--- src/rtl/video_memory_render_if.sv ---
// Pixel-side bus of the console text renderer: scan address and RAM data in,
// cell coordinates, RAM index, pixel colours and cursor/arrow flags out.
interface video_memory_render_if;
    logic [9:0]  h_addr;
    logic [9:0]  v_addr;
    logic [12:0] roll_cnt;
    logic [7:0]  showASCII;
    logic [7:0]  scanCode_E0;
    logic [23:0] color_background;
    logic [23:0] color_text;
    logic [7:0]  keysX;
    logic [7:0]  keysY;
    logic [7:0]  offsetX;
    logic [7:0]  offsetY;
    logic [12:0] keys_index;
    logic [23:0] showcolor;
    logic [23:0] showcolor_header;
    logic        direction_flag;
    logic        cursor_en;

    modport master (
        output h_addr, v_addr, roll_cnt, showASCII, scanCode_E0, color_background, color_text,
        input  keysX, keysY, offsetX, offsetY, keys_index, showcolor, showcolor_header,
               direction_flag, cursor_en
    );

    modport slave (
        input  h_addr, v_addr, roll_cnt, showASCII, scanCode_E0, color_background, color_text,
        output keysX, keysY, offsetX, offsetY, keys_index, showcolor, showcolor_header,
               direction_flag, cursor_en
    );
endinterface

--- src/rtl/video_memory_render.sv ---
// Text renderer for the 70-column console: scan address -> cell, RAM index, glyph pixel colour.
// Optional macro VM_CURSOR_BLINK_EN enables the cursor blink counter; otherwise cursor_en is 1 out of reset.
module video_memory_render #(
    parameter int          COLS         = 70,
    parameter int          CHAR_W       = 9,
    parameter int          CHAR_H       = 16,
    parameter int          HEAD_LEN     = 9,
    parameter int          CLK_FREQ     = 50000000,
    parameter int          BLINK_HZ     = 2,
    parameter logic [23:0] HEADER_COLOR = 24'h00FF00
) (
    input logic                  clk,
    input logic                  rst_n,
    video_memory_render_if.slave vif
);

    if (CLK_FREQ < 2 * BLINK_HZ) begin : g_bad_blink_cfg
        $error("video_memory_render: CLK_FREQ too low for BLINK_HZ");
    end

    // Glyph rows 2..13 carry the character code xor the row number; 0x00..0x20 and 0x7F..0xFF are blank.
    function automatic logic [8:0] font_row(input logic [7:0] ch, input logic [3:0] row);
        logic [8:0] bits;
        if (ch <= 8'h20 || ch >= 8'h7F || row < 4'd2 || row > 4'd13) begin
            bits = 9'd0;
        end else begin
            bits = {1'b0, ch} ^ {5'd0, row};
        end
        return bits;
    endfunction

    function automatic logic [7:0] prompt_char(input logic [7:0] idx);
        logic [7:0] ch;
        case (idx)
            8'd0:    ch = 8'h73; // s
            8'd1:    ch = 8'h79; // y
            8'd2:    ch = 8'h73; // s
            8'd3:    ch = 8'h40; // @
            8'd4:    ch = 8'h62; // b
            8'd5:    ch = 8'h61; // a
            8'd6:    ch = 8'h73; // s
            8'd7:    ch = 8'h68; // h
            8'd8:    ch = 8'h24; // $
            default: ch = 8'h00;
        endcase
        return ch;
    endfunction

    logic [9:0] hq_s, vq_s;
    logic [7:0] keysX_d, keysY_d, keysX_q, keysY_q;
    logic [3:0] offsetX_d, offsetY_d, offsetX_q, offsetY_q;
    logic [3:0] offx2_q;
    logic [8:0] glyph_q, hdr_glyph_q;
    logic       margin_q;
    logic       cursor_d, cursor_q;

    // Stage-1 next state: divide the scan address into cell and in-cell offset.
    always_comb begin
        hq_s      = vif.h_addr / 10'(CHAR_W);
        vq_s      = vif.v_addr / 10'(CHAR_H);
        keysX_d   = 8'(hq_s);
        keysY_d   = 8'(vq_s);
        offsetX_d = 4'(vif.h_addr - hq_s * 10'(CHAR_W));
        offsetY_d = 4'(vif.v_addr - vq_s * 10'(CHAR_H));
    end

    // Stage-1 cell/offset registers.
    always_ff @(posedge clk or negedge rst_n) begin
        if (!rst_n) begin
            keysX_q   <= 8'd0;
            keysY_q   <= 8'd0;
            offsetX_q <= 4'd0;
            offsetY_q <= 4'd0;
        end else begin
            keysX_q   <= keysX_d;
            keysY_q   <= keysY_d;
            offsetX_q <= offsetX_d;
            offsetY_q <= offsetY_d;
        end
    end

    // Stage-2: both font ROM ports read synchronously, column offset and margin flag travel alongside.
    always_ff @(posedge clk or negedge rst_n) begin
        if (!rst_n) begin
            glyph_q     <= 9'd0;
            hdr_glyph_q <= 9'd0;
            offx2_q     <= 4'd0;
            margin_q    <= 1'b0;
        end else begin
            glyph_q     <= font_row(vif.showASCII, offsetY_q);
            hdr_glyph_q <= (keysX_q < 8'(HEAD_LEN)) ? font_row(prompt_char(keysX_q), offsetY_q) : 9'd0;
            offx2_q     <= offsetX_q;
            margin_q    <= (keysX_q >= 8'(COLS));
        end
    end

`ifdef VM_CURSOR_BLINK_EN
    localparam int HALF = CLK_FREQ / (2 * BLINK_HZ);
    localparam int CW   = (HALF > 1) ? $clog2(HALF) : 1;

    logic [CW-1:0] blink_cnt_d, blink_cnt_q;

    // Blink counter next state: wrap at the half period and flip the cursor phase.
    always_comb begin
        if (blink_cnt_q == CW'(HALF - 1)) begin
            blink_cnt_d = {CW{1'b0}};
            cursor_d    = ~cursor_q;
        end else begin
            blink_cnt_d = blink_cnt_q + CW'(1);
            cursor_d    = cursor_q;
        end
    end

    // Blink counter register.
    always_ff @(posedge clk or negedge rst_n) begin
        if (!rst_n) begin
            blink_cnt_q <= {CW{1'b0}};
        end else begin
            blink_cnt_q <= blink_cnt_d;
        end
    end
`else
    // Without blinking the cursor is simply on once out of reset.
    always_comb begin
        cursor_d = 1'b1;
    end
`endif

    // Cursor phase register.
    always_ff @(posedge clk or negedge rst_n) begin
        if (!rst_n) begin
            cursor_q <= 1'b0;
        end else begin
            cursor_q <= cursor_d;
        end
    end

    assign vif.keysX          = keysX_q;
    assign vif.keysY          = keysY_q;
    assign vif.offsetX        = {4'd0, offsetX_q};
    assign vif.offsetY        = {4'd0, offsetY_q};
    assign vif.keys_index     = vif.roll_cnt + 13'(keysY_q) * 13'(COLS) + 13'(keysX_q);
    assign vif.showcolor      = (!margin_q && glyph_q[offx2_q]) ? vif.color_text : vif.color_background;
    assign vif.showcolor_header = hdr_glyph_q[offx2_q] ? HEADER_COLOR : vif.color_background;
    assign vif.direction_flag = (vif.scanCode_E0 == 8'h75) || (vif.scanCode_E0 == 8'h72) ||
                                (vif.scanCode_E0 == 8'h6B) || (vif.scanCode_E0 == 8'h74);
    assign vif.cursor_en      = cursor_q;

endmodule

--- src/flat_wrapper.sv ---
// flat-port wrapper written by rule: the top's interface ports become plain ports
module video_memory_render_flat 
#(
    parameter int          COLS         = 70,
    parameter int          CHAR_W       = 9,
    parameter int          CHAR_H       = 16,
    parameter int          HEAD_LEN     = 9,
    parameter int          CLK_FREQ     = 50000000,
    parameter int          BLINK_HZ     = 2,
    parameter logic [23:0] HEADER_COLOR = 24'h00FF00
)
  (clk, rst_n, vif_h_addr, vif_v_addr, vif_roll_cnt, vif_showASCII, vif_scanCode_E0, vif_color_background, vif_color_text, vif_keysX, vif_keysY, vif_offsetX, vif_offsetY, vif_keys_index, vif_showcolor, vif_showcolor_header, vif_direction_flag, vif_cursor_en);
  video_memory_render_if vif_i ();
  input logic clk;
  input logic rst_n;
  input wire logic [$bits(vif_i.h_addr)-1:0] vif_h_addr;
  input wire logic [$bits(vif_i.v_addr)-1:0] vif_v_addr;
  input wire logic [$bits(vif_i.roll_cnt)-1:0] vif_roll_cnt;
  input wire logic [$bits(vif_i.showASCII)-1:0] vif_showASCII;
  input wire logic [$bits(vif_i.scanCode_E0)-1:0] vif_scanCode_E0;
  input wire logic [$bits(vif_i.color_background)-1:0] vif_color_background;
  input wire logic [$bits(vif_i.color_text)-1:0] vif_color_text;
  output wire logic [$bits(vif_i.keysX)-1:0] vif_keysX;
  output wire logic [$bits(vif_i.keysY)-1:0] vif_keysY;
  output wire logic [$bits(vif_i.offsetX)-1:0] vif_offsetX;
  output wire logic [$bits(vif_i.offsetY)-1:0] vif_offsetY;
  output wire logic [$bits(vif_i.keys_index)-1:0] vif_keys_index;
  output wire logic [$bits(vif_i.showcolor)-1:0] vif_showcolor;
  output wire logic [$bits(vif_i.showcolor_header)-1:0] vif_showcolor_header;
  output wire logic [$bits(vif_i.direction_flag)-1:0] vif_direction_flag;
  output wire logic [$bits(vif_i.cursor_en)-1:0] vif_cursor_en;
  assign vif_i.h_addr = vif_h_addr;
  assign vif_i.v_addr = vif_v_addr;
  assign vif_i.roll_cnt = vif_roll_cnt;
  assign vif_i.showASCII = vif_showASCII;
  assign vif_i.scanCode_E0 = vif_scanCode_E0;
  assign vif_i.color_background = vif_color_background;
  assign vif_i.color_text = vif_color_text;
  assign vif_keysX = vif_i.keysX;
  assign vif_keysY = vif_i.keysY;
  assign vif_offsetX = vif_i.offsetX;
  assign vif_offsetY = vif_i.offsetY;
  assign vif_keys_index = vif_i.keys_index;
  assign vif_showcolor = vif_i.showcolor;
  assign vif_showcolor_header = vif_i.showcolor_header;
  assign vif_direction_flag = vif_i.direction_flag;
  assign vif_cursor_en = vif_i.cursor_en;
  video_memory_render #(.COLS(COLS), .CHAR_W(CHAR_W), .CHAR_H(CHAR_H), .HEAD_LEN(HEAD_LEN), .CLK_FREQ(CLK_FREQ), .BLINK_HZ(BLINK_HZ), .HEADER_COLOR(HEADER_COLOR)) u_core (.clk(clk), .rst_n(rst_n), .vif(vif_i));
endmodule
--- config.mk ---
export PLATFORM = sky130hd
export DESIGN_NAME = video_memory_render_flat
export DESIGN_NICKNAME = d
export VERILOG_FILES = /design/src/rtl/video_memory_render_if.sv /design/src/rtl/video_memory_render.sv /design/src/flat_wrapper.sv
export SDC_FILE = /design/constraint.sdc
export NUM_CORES = 1
export LEC_CHECK = 0
export ABC_AREA = 1
export CAP_MARGIN = 10
export CELL_PAD_IN_SITES_DETAIL_PLACEMENT = 0
export CELL_PAD_IN_SITES_GLOBAL_PLACEMENT = 1
export CORE_MARGIN = 1.5
export CORE_UTILIZATION = 32
export DETAILED_ROUTE_END_ITERATION = 8
export GPL_TIMING_DRIVEN = 1
export PLACE_DENSITY = 0.95
export SYNTH_ARGS = -nofsm -noshare
export SYNTH_HDL_FRONTEND = slang
export SYNTH_SLANG_ARGS = --single-unit
--- constraint.sdc ---
create_clock -name clk -period 6.5 [get_ports clk]
set_input_delay 1.3 -clock clk [delete_from_list [all_inputs] [get_ports clk]]
set_output_delay 1.3 -clock clk [all_outputs]
set_load 0.02 [all_outputs]
# Word level (Yosys, flattened, before mapping)
# Memories as Yosys holds them, arrays and structs flattened.
# Index checks and enable logic that the tools add are counted.
[word_totals]
memories = 1
reg_bits = 46
rom_bits = 112
inputBits = 99
wordCells = 54
[op_classes]
bitwise_logic = 2
mul = 2
reduce_logical = 12
add_sub_neg = 4
n_eq_ne = 4
n_mux = 10
magnitude_cmp = 9
div = 1
[memory_table]
columns = ["name", "depth", "word_bits", "rd", "rd_ports_with_merged_regs", "write_ports", "line_no", "rtl"]
rows = [
  ["(name not given)", 16, 7, 1, 0, 0, "video_memory_render.sv:34", "case (idx)"],
]
[op_table]
columns = ["op", "count"]
rows = [
  ["24-bit two-way mux", 2],
  ["8-bit by 7-bit == test with 1-bit output (second input constant)", 4],
  ["8-bit by 7-bit >= comparator with 1-bit output (second input constant)", 3],
  ["9-bit two-way mux", 2],
  ["8-bit by 6-bit less-or-equal comparator with 1-bit output (second input constant)", 2],
  ["8-bit two-way mux", 2],
  ["8-bit by 4-bit XOR with 8-bit output", 2],
  ["13-bit adder", 1],
  ["13-bit by 8-bit adder with 13-bit output", 1],
  ["6-bit by 6-bit multiplier with 12-bit output (second input constant)", 1],
  ["10-bit by 4-bit divider with 10-bit output (second input constant)", 1],
  ["10-bit by 4-bit multiplier with 4-bit output (second input constant)", 1],
  ["1-bit logical OR", 9],
  ["1-bit binary-select mux with 4-bit select", 2],
  ["8-bit by 4-bit < comparator with 1-bit output (second input constant)", 1],
  ["4-bit by 5-bit < comparator with 1-bit output (second input constant)", 1],
  ["4-bit > comparator (second input constant)", 1],
  ["4-bit logical NOT", 1],
  ["4-bit by 2-bit < comparator with 1-bit output (second input constant)", 1],
  ["4-bit by 1-bit subtractor with 4-bit output (second input constant)", 1],
  ["4-bit subtractor", 1],
  ["1-bit two-way mux", 2],
  ["1-bit logical AND", 1],
  ["1-bit logical NOT", 1],
]

# Depth between registers and ports, before layout
# Gate-level depths: netlist of the first run.
[logic_depth]
word_depth = 8
mapped_depth = 46

# Least setup slack after synthesis of the first run
# Ideal clock, no wire load.
[synth_path]
path_type = "input to register"
startpoint = "input port vif_h_addr[7]"
endpoint = "register u_core.offsetX_q[3]"
n_path_buf = 0
required_ns = 6.383
arrival_time_ns = 5.614
setup_slack_ns = 0.769
setup_time_ns = 0.117
path_stages = 42
cell_sequence = "inv_2 nand2_1 nand3_1 nand2_2 a21oi_2 nand2_1 nand2_1 nand2_1 a21oi_2 nand2_4 nand2_4 nand2_1 nand2_1 inv_2 nand2_2 nand2_2 nand2_2 nand3_2 [6 not listed] nand3_2 a21oi_2 nand2_2 nand2_2 nand2_2 nor2_4 nand3_4 ha_1 fa_1 inv_1 ha_1 nand2_1 nor2_1 a211oi_1 xnor2_1 inv_1 nand4_1 nand2_1"
[synth_between]
elab_chain_len = 3
[synth_lines]
columns = ["element", "line_no", "rtl"]
rows = [
  ["from (decl)", "flat_wrapper.sv:16", "input wire logic [$bits(vif_i.h_addr)-1:0] vif_h_addr;"],
  ["10-bit by 4-bit divider with 10-bit output", "video_memory_render.sv:59", "hq_s = vif.h_addr / 10'(CHAR_W);"],
  ["net u_core.hq_s[3]", "video_memory_render.sv:49", "logic [9:0] hq_s, vq_s;"],
  ["10-bit by 4-bit multiplier with 4-bit output", "video_memory_render.sv:63", "offsetX_d = 4'(vif.h_addr - hq_s * 10'(CHAR_W));"],
  ["4-bit subtractor", "video_memory_render.sv:63", ""],
  ["net u_core.offsetX_d[3]", "video_memory_render.sv:51", "logic [3:0] offsetX_d, offsetY_d, offsetX_q, offsetY_q;"],
  ["to (signal assigned)", "video_memory_render.sv:77", "offsetX_q <= offsetX_d;"],
  ["to (decl)", "video_memory_render.sv:51", ""],
]
# The timed path passes the listed nets, and every way through them passes these cells.

# Worst setup path in the final report of the first run
[layout_path]
startpoint = "input port vif_h_addr[8]"
endpoint = "register u_core.offsetX_q[3]"
# The elaborated chain is that of the path after synthesis.

==> results.sh, run 1 <==
export IMPL_crit_start="vif_h_addr[8]"
export IMPL_dieWidth_um=120
export IMPL_drt_vias_per_instance=4.46
export IMPL_htree_levels=2
export IMPL_gp_congestion=0.863
export IMPL_peak_usage_layer_in_the_global_routing_report="met2"
export IMPL_fin_clk_skew_ps=5.57
export IMPL_drive_gt1_frac=0.101
export IMPL_dominant_combinational_cell_family_by_area_after_synthesis="simple AND/OR/NAND/NOR gates"
export IMPL_rsz_0062_raised_after_global_routing="true"
export IMPL_crit_fanout=5
export IMPL_synth_compound_area_share=0.100
export IMPL_max_freq_mhz=165
export IMPL_cell_internal_pwr_w=0.00127
export IMPL_synthesis_instances=605
export IMPL_crit_slowest_cell="fa_1"
export IMPL_finalSetupViolCount=0
export IMPL_parity_gate_share_of_the_synthesized_area_counting_xor_and_xnor_cells=0.0700
export IMPL_worst_ir_drop_vdd_mv=0.152
export IMPL_finalWirelength_um=12000
export IMPL_cts_tree="done"
export IMPL_reg2reg_slack_ps=4940
export IMPL_pin_count_of_the_biggest_net_entering_global_routing=49
export IMPL_drt_iter0_drc=131
export IMPL_worst_r2r_path_depth=8
export IMPL_antenna_found_initial=0
export IMPL_synth_enable_flop_cells=0
export IMPL_power_density_mw_per_mm2=367
export IMPL_seq_power_share=0.151
export IMPL_postSynthAreaPerCell_um2=7.23
export IMPL_ys_seq_area_frac=0.240
export IMPL_via_count=4339
export IMPL_finalCoreUtilization=0.497
export IMPL_endpoint_kind="register"
export IMPL_hpwl_um=10100
export IMPL_ys_seq_elements=42
export IMPL_clock_root_buffer="clkbuf_16"
export IMPL_power_switching_w=0.00116
export IMPL_max_slew_violation_total_from_the_final_report=0
export IMPL_pwr_share_comb=0.747
export IMPL_cts_sinks=42
export IMPL_grt_pass1_wl_um=19200
export IMPL_maxCapViolations=0
export IMPL_cts_buffers_inserted=5
export IMPL_most_common_layout_cells="clkdlybuf4s50_1 (177), inv_1 (109), nor2_1 (87)"
export IMPL_r2r_end="u_core.hdr_glyph_q[0]$_DFF_PN0_"
export IMPL_timing_slew_headroom=0.385
export IMPL_cellLeakagePower_nw=3.34
export IMPL_cp_arrival_ps=6250
export IMPL_hp_class="register to register"
export IMPL_gr_usage_met3=0.0280
export IMPL_die_y_um=120
export IMPL_status="finished, final reports clean"
export IMPL_gr_usage_met2=0.333
export IMPL_worstReg2RegStart="u_core.vif.keysX[1]$_DFF_PN0_"
export IMPL_holdBufCountCts=0
export IMPL_num_antenna_cells=0
export IMPL_finalWorstPathRequiredPeriod_ps=6070
export IMPL_grt_ovfl_total=0
export IMPL_synthAdderAreaFrac=0.188
export IMPL_boundary_pin_count=194
export IMPL_first_pass_iters=4
export IMPL_met1_usage=0.175
export IMPL_critical_path_max_stage_delay_ps=510
export IMPL_ant_nets=0
export IMPL_path_common_cell="nand2_2"
export IMPL_cp_required_ps=6680
export IMPL_grt_pass1_vias=4137
export IMPL_yosys_area_share_simple=0.267
export IMPL_post_route_period_util=0.934
export IMPL_synth_flop_cell="dfrtp_1"
export IMPL_max_slew_worst_pin_slew_ps=922
export IMPL_core_rows=42
export IMPL_critical_path_class="primary input to register"
export IMPL_finished_cell_area_mm2=0.00661
export IMPL_timing_critical_path_from_type="primary input"
export IMPL_clkLatencyLatePin_ps=290
export IMPL_placed_cell_area_mm2=0.00641
export IMPL_ys_types=41
export IMPL_numPortBuffers=182
export IMPL_post_synth_instance_area_mm2=0.00438
export IMPL_wl_per_cell_um=12.4
export IMPL_design_die_area_mm2=0.0144
export IMPL_placeable_area_mm2=0.0133
export IMPL_initial_utilization=0.329
export IMPL_muxShareOfSynthArea=0.00229
export IMPL_number_of_buffers_on_the_longest_clock_path=2
export IMPL_synth_warnings=0
export IMPL_grtUsageTotal=0.167
export IMPL_layout_commonest_cell="clkdlybuf4s50_1"
export IMPL_drc=0
export IMPL_setup_tns_ps=0
export IMPL_clock_input_transition_at_the_sequential_cells_of_the_worst_setup_and_hold_paths_ps=60
export IMPL_timing_hold_violations_final=0
export IMPL_syn2layout_area_growth_pct=51.0
export IMPL_clock_power_share=0.102
export IMPL_power_share_switching=0.476
export IMPL_fin_nets=953
export IMPL_design_power_w=0.00243
export IMPL_worst_setup_path_endpoint="u_core.offsetX_q[3]$_DFF_PN0_"
export IMPL_synth_async_reset_ratio=1.00
[critical path: cells and delay by family]
kind | cells | cell delay [ps]
buffers and inverters | 6 | 760
adder cells (fa/ha/maj) | 4 | 1140
XOR/XNOR | 1 | 180
AO/OA/AOI/OAI | 4 | 660
AND/OR/NAND/NOR | 28 | 2200
[flip-flops by register name, summed over array words and instances (netlist names), 4 cells and up]
signal              flops
u_core.offsetX_q        4
u_core.hdr_glyph_q      7
u_core.offsetY_q        4
u_core.offx2_q          4
u_core.vif.keysX        7
u_core.glyph_q          8
u_core.vif.keysY        6
[layout make-up]
type                            instances  area (um^2)
Clock buffer                            6          129
Sequential cell                        42         1050
Timing Repair Buffer                  192         1900
Multi-Input combinational cell        433         2840
Inverter                              121          457
Fill cell                            1332         6690
Tap cell                              176          220
Clock inverter                          2         13.8
[cells by family after synthesis]
group,after synthesis
other cells,2
fa+ha+maj,59
xor+xnor,35
compound gates,78
buf+inv,141
simple gates,247
flops,42
mux,1
[stage by stage]
step	instances	hold slack, ps	setup WS [ps]
floorplan	616	494	769
global placement	963	360	115
detailed placement	963	363	-100
CTS	971	378	163
global route	972	401	-76.5
finish	972	373	428
[cell usage after synthesis, types with 3 or more instances]
library cell / n / area, um^2
inv_1: 112 / 420
nor2_1: 88 / 330
nand2_1: 83 / 312
ha_1: 48 / 601
a21oi_1: 45 / 225
dfrtp_1: 42 / 1050
nand3_1: 23 / 115
nand2_2: 20 / 125
xor2_1: 19 / 166
o21ai_0: 16 / 80.1
xnor2_1: 16 / 140
buf_4: 11 / 82.6
fa_1: 11 / 220
clkbuf_1: 9 / 33.8
nand4_1: 9 / 56.3
inv_2: 8 / 30.0
nand2_4: 4 / 45.0
nor2_4: 4 / 45.0
a211oi_1: 3 / 22.5
a21oi_2: 3 / 26.3
nand3_2: 3 / 30.0
nand4_2: 3 / 37.5
[layer usage]
metal  vias to the layer above  part of all wire
met5                         -                 0
met2                       129              0.54
li1                       2251                 -
met4                         0             0.017
met3                        15             0.057
met1                      1944              0.39
[repair_timing]
| action | 4_1_cts | 5_1_grt |
|---|---|---|
| setup buffers | 0 | 1 |
| setup endpoints to repair | 0 | 4 |
| gates resized for setup | 0 | 16 |
[power by group through the flow]
stage / clock network, W / logic [W] / registers, W
after floorplan: 0 / 0.00109 / 0.000377
after global placement: 0 / 0.00177 / 0.000372
after detailed placement: 0 / 0.00179 / 0.000372
after CTS: 0.000253 / 0.00180 / 0.000367
after global routing: 0.000268 / 0.00201 / 0.000375
final: 0.000247 / 0.00182 / 0.000367
[how the worst min path moves through the flow]
stage | cells past startpoint | slack [ps] | end | from
detailed placement | 0 | 360 | u_core.offx2_q[1]$_DFF_PN0_ | u_core.offsetX_q[1]$_DFF_PN0_
CTS | 0 | 380 | u_core.offx2_q[1]$_DFF_PN0_ | u_core.offsetX_q[1]$_DFF_PN0_
floorplan | 0 | 490 | u_core.offx2_q[0]$_DFF_PN0_ | u_core.offsetX_q[0]$_DFF_PN0_
global route | 0 | 400 | u_core.offx2_q[2]$_DFF_PN0_ | u_core.offsetX_q[2]$_DFF_PN0_
finish | 0 | 370 | u_core.offx2_q[1]$_DFF_PN0_ | u_core.offsetX_q[1]$_DFF_PN0_
global placement | 0 | 360 | u_core.offx2_q[0]$_DFF_PN0_ | u_core.offsetX_q[0]$_DFF_PN0_
Power figures use the tool's default switching activity.
==> inputs of run 2 (changes only) <==
GPL_ROUTABILITY_DRIVEN = 0   (was unset)
==> results of run 2 <==
Same layout as run 1: the final DEF is identical, and so are final timing and power.
